===== src/rtl/iot_mux_pkg.sv =====
// Shared definitions for the IOT multiplexer: CPU major-state codes,
// instruction field positions and the EAE skip pattern.
package iot_mux_pkg;

    typedef logic [0:11] word_t;

    // CPU major-state codes seen on the state input
    localparam logic [4:0] ST_F2 = 5'd2;
    localparam logic [4:0] ST_F3 = 5'd3;

    // Instruction field positions (bit 0 is the MSB)
    localparam int IR_OP_MSB  = 0;
    localparam int IR_OP_LSB  = 2;
    localparam int IR_DEV_MSB = 3;
    localparam int IR_DEV_LSB = 8;
    localparam int IR_FN_MSB  = 9;
    localparam int IR_FN_LSB  = 11;

    localparam logic [2:0] OP_IOT = 3'o6;

    // EAE skip pattern 1111_xxxx_xxx1
    localparam word_t EAE_SKIP_MASK = 12'o7401;
    localparam word_t EAE_SKIP_VAL  = 12'o7401;

    function automatic logic is_eae_skip(input word_t ir);
        return (ir & EAE_SKIP_MASK) == EAE_SKIP_VAL;
    endfunction

endpackage


===== src/rtl/iot_prio_enc.sv =====
// Lowest-index-first priority encoder: index, one-hot and valid of the
// lowest set request bit. Index is 0 and one-hot is 0 when nothing is set.
module iot_prio_enc
    import iot_mux_pkg::*;
#(
    parameter int N = 4
) (
    input  logic [N-1:0] i_req,
    output logic         o_valid,
    output logic [3:0]   o_idx,
    output logic [N-1:0] o_onehot
);

    // Scan from the top down so the lowest set index is the last to win
    always_comb begin
        o_idx    = '0;
        o_onehot = '0;
        for (int i = N - 1; i >= 0; i--) begin
            if (i_req[i]) begin
                o_idx       = 4'(i);
                o_onehot    = '0;
                o_onehot[i] = 1'b1;
            end
        end
    end

    assign o_valid = |i_req;

endmodule


===== src/rtl/iot_mux.sv =====
// IOT multiplexer between the PDP-8/E CPU and NCHAN device channels.
// Decodes IOT device codes, routes read data and skip, issues the
// one-cycle device select strobe, latches interrupts at F3 and drives the
// front-panel bus display.
// Optional build macro IOT_MUX_DIAG_EN adds an unclaimed-IOT counter and
// the last unclaimed instruction as extra outputs.
module iot_mux
    import iot_mux_pkg::*;
#(
    parameter int                  NCHAN     = 4,
    parameter logic [NCHAN*6-1:0]  DEV_CODES = '0,
    parameter logic [NCHAN*8-1:0]  RD_MASK   = '0,
    parameter logic [NCHAN*8-1:0]  SK_MASK   = '0
) (
    input  logic                  i_clk,
    input  logic                  i_reset,
    input  logic [4:0]            i_state,
    input  logic [0:11]           i_instruction,
    input  logic [0:11]           i_ac,
    input  logic [NCHAN*12-1:0]   i_dev_bus,
    input  logic [NCHAN-1:0]      i_dev_skip,
    input  logic [NCHAN-1:0]      i_dev_irq,
    input  logic                  i_EAE_skip,
    output logic                  o_skip,
    output logic [0:11]           o_in_bus,
    output logic [NCHAN-1:0]      o_dev_sel,
    output logic                  o_irq,
    output logic [3:0]            o_irq_chan,
    output logic [0:11]           o_bus_display
`ifdef IOT_MUX_DIAG_EN
    ,
    output logic [7:0]            o_unclaimed_cnt,
    output logic [0:11]           o_unclaimed_ir
`endif
);

    logic             w_iot;
    logic [5:0]       w_dev;
    logic [2:0]       w_fn;
    logic [NCHAN-1:0] w_match;
    logic [NCHAN-1:0] w_rd_hit;
    logic [NCHAN-1:0] w_sk_hit;
    logic [NCHAN-1:0] w_win_oh;
    logic [3:0]       w_win_idx;
    logic             w_match_any;
    logic             w_rd_en;
    logic             w_dev_skip;
    logic             w_irq_any;

    logic [0:11]      r_lac;
    logic [0:11]      r_lin_bus;
    logic [NCHAN-1:0] r_sel_q;
    logic [NCHAN-1:0] r_dev_sel;
    logic [NCHAN-1:0] r_irq_lat;
    logic [0:11]      r_bus_display;

    assign w_iot = (i_instruction[IR_OP_MSB:IR_OP_LSB] == OP_IOT);
    assign w_dev = i_instruction[IR_DEV_MSB:IR_DEV_LSB];
    assign w_fn  = i_instruction[IR_FN_MSB:IR_FN_LSB];

    // Per-channel device-code match and the read/skip mask bits for this function
    always_comb begin
        w_match  = '0;
        w_rd_hit = '0;
        w_sk_hit = '0;
        for (int i = 0; i < NCHAN; i++) begin
            w_match[i]  = w_iot && (DEV_CODES[6*i +: 6] == w_dev);
            w_rd_hit[i] = RD_MASK[8*i + int'(w_fn)];
            w_sk_hit[i] = SK_MASK[8*i + int'(w_fn)];
        end
    end

    iot_prio_enc #(.N(NCHAN)) u_match_enc (
        .i_req    (w_match),
        .o_valid  (w_match_any),
        .o_idx    (w_win_idx),
        .o_onehot (w_win_oh)
    );

    assign w_rd_en    = |(w_win_oh & w_rd_hit);
    assign w_dev_skip = |(w_win_oh & w_sk_hit & i_dev_skip);

    // Zero-latency read data and skip; EAE pattern outranks any device
    always_comb begin
        o_in_bus = '0;
        if (w_rd_en) begin
            o_in_bus = i_dev_bus[int'(w_win_idx)*12 +: 12];
        end
        o_skip = is_eae_skip(i_instruction) ? i_EAE_skip : w_dev_skip;
    end

    // F2 captures, F3 strobe/display/interrupt latch; reset wins over all loads
    always_ff @(posedge i_clk) begin
        if (i_reset) begin
            r_lac         <= '0;
            r_lin_bus     <= '0;
            r_sel_q       <= '0;
            r_dev_sel     <= '0;
            r_irq_lat     <= '0;
            r_bus_display <= '0;
        end else begin
            r_dev_sel <= '0;
            if (i_state == ST_F2) begin
                r_lac     <= i_ac;
                r_lin_bus <= o_in_bus;
                r_sel_q   <= w_win_oh;
            end
            if (i_state == ST_F3) begin
                r_dev_sel <= r_sel_q;
                r_irq_lat <= i_dev_irq;
                if (w_rd_en) begin
                    r_bus_display <= r_lin_bus;
                end else if (w_match_any) begin
                    r_bus_display <= r_lac;
                end
            end
        end
    end

    iot_prio_enc #(.N(NCHAN)) u_irq_enc (
        .i_req    (r_irq_lat),
        .o_valid  (w_irq_any),
        .o_idx    (o_irq_chan),
        .o_onehot ()
    );

    assign o_irq         = w_irq_any;
    assign o_dev_sel     = r_dev_sel;
    assign o_bus_display = r_bus_display;

`ifdef IOT_MUX_DIAG_EN
    logic [7:0]  r_unclaimed_cnt;
    logic [0:11] r_unclaimed_ir;

    // Count F3 cycles of IOTs nobody claimed, saturating at 8'hFF
    always_ff @(posedge i_clk) begin
        if (i_reset) begin
            r_unclaimed_cnt <= '0;
            r_unclaimed_ir  <= '0;
        end else if ((i_state == ST_F3) && w_iot && !w_match_any) begin
            r_unclaimed_ir <= i_instruction;
            if (r_unclaimed_cnt != 8'hFF) begin
                r_unclaimed_cnt <= r_unclaimed_cnt + 8'd1;
            end
        end
    end

    assign o_unclaimed_cnt = r_unclaimed_cnt;
    assign o_unclaimed_ir  = r_unclaimed_ir;
`else
    // Diagnostic counter not built
`endif

endmodule


===== config.mk =====
export PLATFORM = sky130hd
export DESIGN_NAME = iot_mux
export DESIGN_NICKNAME = d
export VERILOG_FILES = /design/src/rtl/iot_mux_pkg.sv /design/src/rtl/iot_prio_enc.sv /design/src/rtl/iot_mux.sv
export SDC_FILE = /design/constraint.sdc
export NUM_CORES = 1
export LEC_CHECK = 0
export ABC_CLOCK_PERIOD_IN_PS = 2000
export CORE_MARGIN = 1.5
export CORE_UTILIZATION = 32
export DETAILED_ROUTE_END_ITERATION = 8
export HOLD_SLACK_MARGIN = 0.15
export PLACE_DENSITY_LB_ADDON = 0.25
export REMOVE_ABC_BUFFERS = 1
export SYNTH_ARGS = -nofsm -noshare
export SYNTH_HDL_FRONTEND = slang
export SYNTH_SLANG_ARGS = --single-unit

===== constraint.sdc =====
create_clock -name i_clk -period 2 [get_ports i_clk]
set_input_delay 0.2 -clock i_clk [delete_from_list [all_inputs] [get_ports i_clk]]
set_output_delay 0.2 -clock i_clk [all_outputs]
set_load 0.02 [all_outputs]

==> metrics.csv, run 1 <==
stage;metric;value;unit
logic_synthesis;postSynthRegisterBits;30;
sta;rsz0062_at_grt;no;
logic_synthesis;syn_avg_cell_area;8.774;um^2
pwr;p_sw;303.2;uW
logic_synthesis;synth_area_leaders;sky130_fd_sc_hd__dfxtp_1 41%, sky130_fd_sc_hd__nand2b_1 10%, sky130_fd_sc_hd__buf_4 8.8%, sky130_fd_sc_hd__mux2i_1 8.3%, sky130_fd_sc_hd__a21oi_1 5.9%;
global_route;grt_start_max_net_pins;30;
floorplan;start_util;0.3325;
cells_and_area;stdcell_area;2077;um^2
pwr;share_comb_of_total_power;0.130;
clock_network;post-cts-setup-buffers;0;
job;maxCapViolations;0;
sta;finalCritPeriodShare;0.8566;
sta;clock.fmax;583.7;MHz
detailed_routing;detail_route.wirelength;3.220;mm
detailed_routing;detail_route.first_pass.iterations;4;
logic_synthesis;post_synth_instance_area;1448;um^2
placed_design;buffer_ports.inserted;50;
worst_setup_path;critical_path.startpoint_type;flop;
clock_network;ctsHtreeMaxLevel;2;
global_route;grt_antenna_before_repair;0;
clock_network;cts_resized;0;
logic_synthesis;ys.warnings.count;0;
pwr;post-layout-total-power;1.266;mW
clock_network;cts_tree;built;
detailed_routing;detail_route.wirelength.met1;1.524;mm
clock_network;holdBufCountCts;0;
cells_and_area;layout.nets;308;
logic_synthesis;synth_cell_types;24;
hold_path;kind_of_path_behind_the_tightest_hold_check;reg2reg;
clock_network;numClockSinks;30;
worst_setup_path;cell_breakdown_of_the_critical_path;nor2_1 -> nor3_1 -> clkdlybuf4s50_1;
detailed_routing;route.detailed.vias_per_inst;4.575;
logic_synthesis;synth_largest_area_cell;sky130_fd_sc_hd__dfxtp_1;
detailed_routing;drt.antenna.violating_nets;0;
detailed_routing;route.met2.wl;1.411;mm
sta;layout_min_cycle_time;1.713;ns
worst_setup_path;critPathMaxFanout;3;
worst_setup_path;timing.setup.critical_path_class;reg2out;
placed_design;globalplace.congestion;0.7369;
global_route;first_pass_grt_wire_length;5.464;mm
pwr;cellLeakagePower;0.7271;nW
detailed_routing;drt_drc_violations_left;0;
floorplan;fp.dieH;70.26;um
detailed_routing;route.met3.wl;189;um
cells_and_area;post_layout_nonfiller_instances;273;
sta;timing.final.hold_violations;0;
floorplan;core_area;4354;um^2
clock_network;clkTransAtPathRegs;0.06;ns
pwr;powerDensity;609.8;nW/um^2
logic_synthesis;ys_seq_area_frac;0.4149;
detailed_routing;route.detailed.wl_per_inst;11.79;um
cells_and_area;area_growth_syn_to_layout;43.47;%
global_route;grt_overflow;0;
placed_design;place.detailed.hpwl;2.212;mm
status;status;completed;
floorplan;fp-row-count;24;
global_route;grt_usage;0.1421;
logic_synthesis;synth.top_cell.area_share;0.4149;
detailed_routing;number_of_vias_after_detailed_routing;1249;
pwr;intPower;963.3;uW
placed_design;placedInstanceArea;1986;um^2
clock_network;clock_insertion_delay_worst_skew;0.29;ns
sta;timing.clock.skew;0.005163;ns
pwr;p_sw_frac;0.2394;
global_route;vias_in_the_first_global_route;1218;
worst_setup_path;critPathCaptureType;primary output;
clock_network;cts_made_buffers;5;
sta;slew_violations;0;
worst_setup_path;crit_path_max_incr_delay;0.64;ns
worst_setup_path;required;1.80;ns
pwr;clock_power_share;0.393;
cells_and_area;insertedDiodeCount;0;
detailed_routing;routed.top_layer;met4;
floorplan;boundaryPins;122;
placed_design;dp_worst_setup_slack;-0.02449;ns
detailed_routing;detailedRoute.firstIterationViolations;73;
floorplan;floorplan.die_area;4936;um^2
clock_network;max-clock-path-buffers;2;
logic_synthesis;postSynthCellCount;165;
sta;final.hold.worst_slack;0.4653;ns
sta;finalWorstSetupSlack;0.2867;ns
clock_network;cts.root.buffer_cell;sky130_fd_sc_hd__clkbuf_8;
cells_and_area;layout-drive-gt1-share;0.08597;
sta;final.setup.tns;0;ns
cells_and_area;finalCoreUtilization;0.4770;
cells_and_area;final.fill_count;460;
worst_setup_path;critical_path_arrival;1.51;ns
sta;report.final.setup_viol;0;
floorplan;die-width;70.26;um
pwr;worst_ir_drop_vdd;0.2150;mV
worst_setup_path;cp_slowest_cell;sky130_fd_sc_hd__clkdlybuf4s50_1;
pwr;seq_power_share;0.477;
placed_design;dpl.cell_count;265;
[area by class of cell]
type,count,area [um^2],area share
sequential,30,600.6,0.2892
inverter,2,7.507,0.003614
timing repair buffer,60,588.1,0.2831
clock buffer,7,86.33,0.04157
clock inverter,1,5.005,0.002410
multi-input combinational,121,724.4,0.3488
tap,52,65.06,0.03133
[power by group through the flow]
stage	clock [mW]	combinational [mW]	sequential, mW
floorplan	0	0.0572	0.616
global route	0.539	0.178	0.604
finish	0.498	0.165	0.604
detailed placement	0	0.165	0.617
CTS	0.517	0.166	0.604
global placement	0	0.165	0.617
[critical path: cells and delay by family (launching register included)]
kind / cells / cell delay [ns]
buffers and inverters: 1 / 0.64
and+or+nand+nor: 2 / 0.24
DFF: 1 / 0.35
[per-layer routing]
layer | vias up | GRT usage
li1 | 642 | -
met1 | 555 | 0.1720
met3 | 7 | 0.03752
met4 | 0 | 0.09615
met5 | - | 0
met2 | 45 | 0.2191
[cells by family (layout without fill, tap and decap cells)]
family                 Yosys count  count (layout)  synth area share
AOI/OAI and AO/OA               35              35            0.1236
muxes                           12              12           0.08298
and+or+nand+nor                 57              57            0.2437
other                            1              17          0.002590
buffers and inverters           30              70            0.1322
DFF                             30              30            0.4149
[final timing paths]
path,start,end,slack (ns),cells after the start
worst max-delay path,r_irq_lat[3],o_irq_chan[1],0.29,3
worst min-delay path,r_lac[0],o_bus_display[0],0.47,2
worst max register to register,r_sel_q[0],r_sel_q[0],1.29,3
worst min register to register,r_lac[0],o_bus_display[0],0.47,2
[cell usage in the layout, fill, tap and decap left out]
master,netlist,final
sky130_fd_sc_hd__conb_1,1,17
sky130_fd_sc_hd__or3_1,2,2
sky130_fd_sc_hd__clkinv_2,0,1
sky130_fd_sc_hd__buf_4,17,9
sky130_fd_sc_hd__clkdlybuf4s50_1,0,50
sky130_fd_sc_hd__nor2b_1,1,1
sky130_fd_sc_hd__nand2_1,2,2
sky130_fd_sc_hd__buf_12,0,1
sky130_fd_sc_hd__or4b_1,2,2
sky130_fd_sc_hd__inv_1,2,2
sky130_fd_sc_hd__dfxtp_1,30,30
sky130_fd_sc_hd__nand4_1,1,1
sky130_fd_sc_hd__nor3_1,1,1
sky130_fd_sc_hd__a21oi_1,17,17
sky130_fd_sc_hd__mux2i_1,12,12
sky130_fd_sc_hd__nand2b_1,24,24
sky130_fd_sc_hd__o41ai_1,1,1
sky130_fd_sc_hd__nor2_1,4,4
sky130_fd_sc_hd__clkbuf_8,0,6
sky130_fd_sc_hd__nor4b_4,0,1
sky130_fd_sc_hd__and3_1,1,1
sky130_fd_sc_hd__nand3_1,16,16
sky130_fd_sc_hd__clkbuf_1,8,1
sky130_fd_sc_hd__nor4_4,1,1
sky130_fd_sc_hd__o21ai_0,17,17
sky130_fd_sc_hd__or4_1,1,1
[cells in the mapped netlist (all sizes together)]
cell,n
o41ai,1
nand4,1
nand2b,24
conb,1
mux2i,12
buf,20
inv,2
and3,1
or4b,2
or3,2
or4,1
nor3,1
nand2,2
dfxtp,30
nor4b,1
o21ai,17
clkbuf,8
a21oi,17
nor2b,1
nor2,4
nor4,1
nand3,16
[sequential cells by signal, summed over array words and instances (netlist names)]
name	cells
r_lac	12
o_bus_display	12
r_sel_q	1
r_irq_lat	4
o_dev_sel	1
Note: power is estimated with default switching activity, not from simulation.
==> run 2, diff against run 1 <==
CORE_UTILIZATION = 55   (was 32)
DONT_BUFFER_PORTS = 1   (was not set)
RECOVER_POWER = 25   (was not set)
==> metrics.csv, run 2 (same netlist as run 1, synthesis figures left out) <==
stage;metric;value;unit
status;status;completed;
floorplan;boundaryPins;122;
pwr;worst_ir_drop_vdd;0.5539;mV
clock_network;cts_made_buffers;5;
sta;max_slew.worst_pin.slew;1.194;ns
global_route;first_pass_grt_wire_length;5.106;mm
worst_setup_path;critPathCaptureType;flop;
global_route;vias_in_the_first_global_route;1195;
cells_and_area;post_layout_nonfiller_instances;227;
global_route;grt_usage;0.2496;
floorplan;floorplan.die_area;2949;um^2
detailed_routing;route.detailed.wl_per_inst;14.45;um
placed_design;buffer_ports.inserted;0;
detailed_routing;detail_route.wirelength;3.280;mm
worst_setup_path;timing.setup.critical_path_class;in2reg;
worst_setup_path;critPathMaxFanout;17;
cells_and_area;final_common_cell;sky130_fd_sc_hd__dlygate4sd3_1;
cells_and_area;area_growth_syn_to_layout;23.51;%
cells_and_area;layout_common_cells;34 x sky130_fd_sc_hd__dlygate4sd3_1, 30 x sky130_fd_sc_hd__dfxtp_1, 24 x sky130_fd_sc_hd__nand2b_1;
sta;layout_min_cycle_time;1.750;ns
clock_network;clock_insertion_delay_worst_skew;0.31;ns
clock_network;ctsHtreeMaxLevel;2;
worst_setup_path;required;2.20;ns
detailed_routing;detailedRoute.firstIterationViolations;15;
floorplan;die-width;54.31;um
sta;slew_violations;0;
detailed_routing;drt_drc_violations_left;0;
sta;clock.fmax;571.4;MHz
sta;finalCritPeriodShare;0.8750;
floorplan;start_util;0.5843;
detailed_routing;detail_route.first_pass.iterations;5;
clock_network;max-clock-path-buffers;2;
job;maxCapViolations;0;
sta;report.final.setup_viol;0;
sta;rsz0062_at_grt;no;
cells_and_area;insertedDiodeCount;0;
clock_network;post-cts-setup-buffers;0;
global_route;grt_overflow;0;
sta;timing.clock.skew;0.002908;ns
floorplan;core_area;2477;um^2
detailed_routing;number_of_vias_after_detailed_routing;1215;
cells_and_area;layout.nets;286;
global_route;grt_start_max_net_pins;43;
sta;final.setup.tns;0;ns
clock_network;cts_tree;built;
worst_setup_path;ff2ff_path_depth;3;
hold_path;whs_path_depth;2;
placed_design;globalplace.congestion;0.6960;
detailed_routing;route.detailed.vias_per_inst;5.352;
placed_design;dpl.cell_count;186;
detailed_routing;drt.antenna.violating_nets;0;
pwr;powerDensity;593.6;nW/um^2
pwr;cellLeakagePower;0.6526;nW
global_route;grt_antenna_before_repair;0;
cells_and_area;layout-drive-gt1-share;0.05584;
clock_network;numClockSinks;30;
clock_network;cts.root.buffer_cell;sky130_fd_sc_hd__clkbuf_4;
floorplan;fp-row-count;18;
clock_network;clkTransAtPathRegs;0.08;ns
placed_design;place.detailed.hpwl;1.936;mm
floorplan;fp.dieH;54.31;um
worst_setup_path;critical_path.startpoint_type;primary input;
sta;max_slew_margin;0.2042;
sta;timing.final.hold_violations;0;
hold_path;kind_of_path_behind_the_tightest_hold_check;in2reg;
worst_setup_path;critical_path_arrival;1.95;ns
## run 2: changes by cell type in the layout (fill, tap and decap cells not counted)
| cell | previous run | this run |
|---|---|---|
| sky130_fd_sc_hd__clkbuf_4 | 0 | 5 |
| sky130_fd_sc_hd__buf_12 | 1 | 0 |
| sky130_fd_sc_hd__nor4b_2 | 0 | 1 |
| sky130_fd_sc_hd__clkbuf_1 | 1 | 0 |
| sky130_fd_sc_hd__dlygate4sd3_1 | 0 | 34 |
| sky130_fd_sc_hd__dlymetal6s4s_1 | 0 | 1 |
| sky130_fd_sc_hd__nor4b_4 | 1 | 0 |
| sky130_fd_sc_hd__clkdlybuf4s50_1 | 50 | 0 |
| sky130_fd_sc_hd__buf_4 | 9 | 3 |
| sky130_fd_sc_hd__clkbuf_8 | 6 | 1 |
| sky130_fd_sc_hd__clkinv_2 | 1 | 0 |
## run 2: layer usage
layer	vias to the layer above	wire length [um]	track usage	part of all wire
li1	595	-	-	-
met1	544	1334	0.3032	0.41
met3	7	278	0.05738	0.085
met5	-	0	0	0
met4	0	39	0.09167	0.012
met2	69	1628	0.4277	0.50
## run 2: through the flow
| step | worst slack, ns | hold slack, ns | total power [mW] | utilization | instance area [um^2] |
|---|---|---|---|---|---|
| after floorplan | 0.02763 | 0.2691 | 0.6736 | - | 1324 |
| after global placement | 0.3978 | 0.2717 | 0.6797 | 0.5586 | 1384 |
| after detailed placement | 0.3307 | 0.2753 | 0.6812 | 0.5586 | 1384 |
| after CTS | 0.02178 | 0.1514 | 1.065 | 0.7207 | 1785 |
| after global routing | 0.1721 | 0.1646 | 1.117 | 0.7217 | 1788 |
| final | 0.2500 | 0.1755 | 1.061 | 0.7217 | 1788 |
## run 2: power breakdown
part,total (mW),internal [mW],switching (mW)
combinational,0.115,0.0469,0.0677
sequential,0.603,0.601,0.00225
clock,0.344,0.158,0.185
## run 2: layout make-up
type / instances / area [um^2]
fillers: 196 / 689.4
flip-flops and latches: 30 / 600.6
repair buffers: 38 / 375.4
inverters: 2 / 7.507
multi-input cells: 121 / 715.7
well taps: 30 / 37.54
clock buffers: 6 / 51.30
## run 2: critical path, cell delays in order
cell and delay [ns]:
sky130_fd_sc_hd__or4b_1 0.61, sky130_fd_sc_hd__buf_4 0.24, sky130_fd_sc_hd__o21ai_0 0.19, sky130_fd_sc_hd__a21oi_1 0.09, sky130_fd_sc_hd__dlygate4sd3_1 0.61
## run 2: repair_timing
item / 4_1_cts / 5_1_grt
resized for setup: 0 / 1
hold buffers: 35 / 0
hold endpoints to repair: 30 / 0
setup endpoints to repair: 0 / 11
## run 2: worst paths after layout
check | start | to | slack, ns
worst max-delay path | i_state[4] | r_lac[0] | 0.25
worst min-delay path | i_instruction[4] | r_sel_q[0] | 0.18
worst max register to register | r_lac[5] | r_lac[5] | 0.79
worst min register to register | r_lac[9] | o_bus_display[9] | 0.47
==> run 3, diff against run 2 <==
ABC_CLOCK_PERIOD_IN_PS = not set   (was 2000)
==> results of run 3 <==
Same layout as run 2: the final DEF is identical, and so are final timing and power.
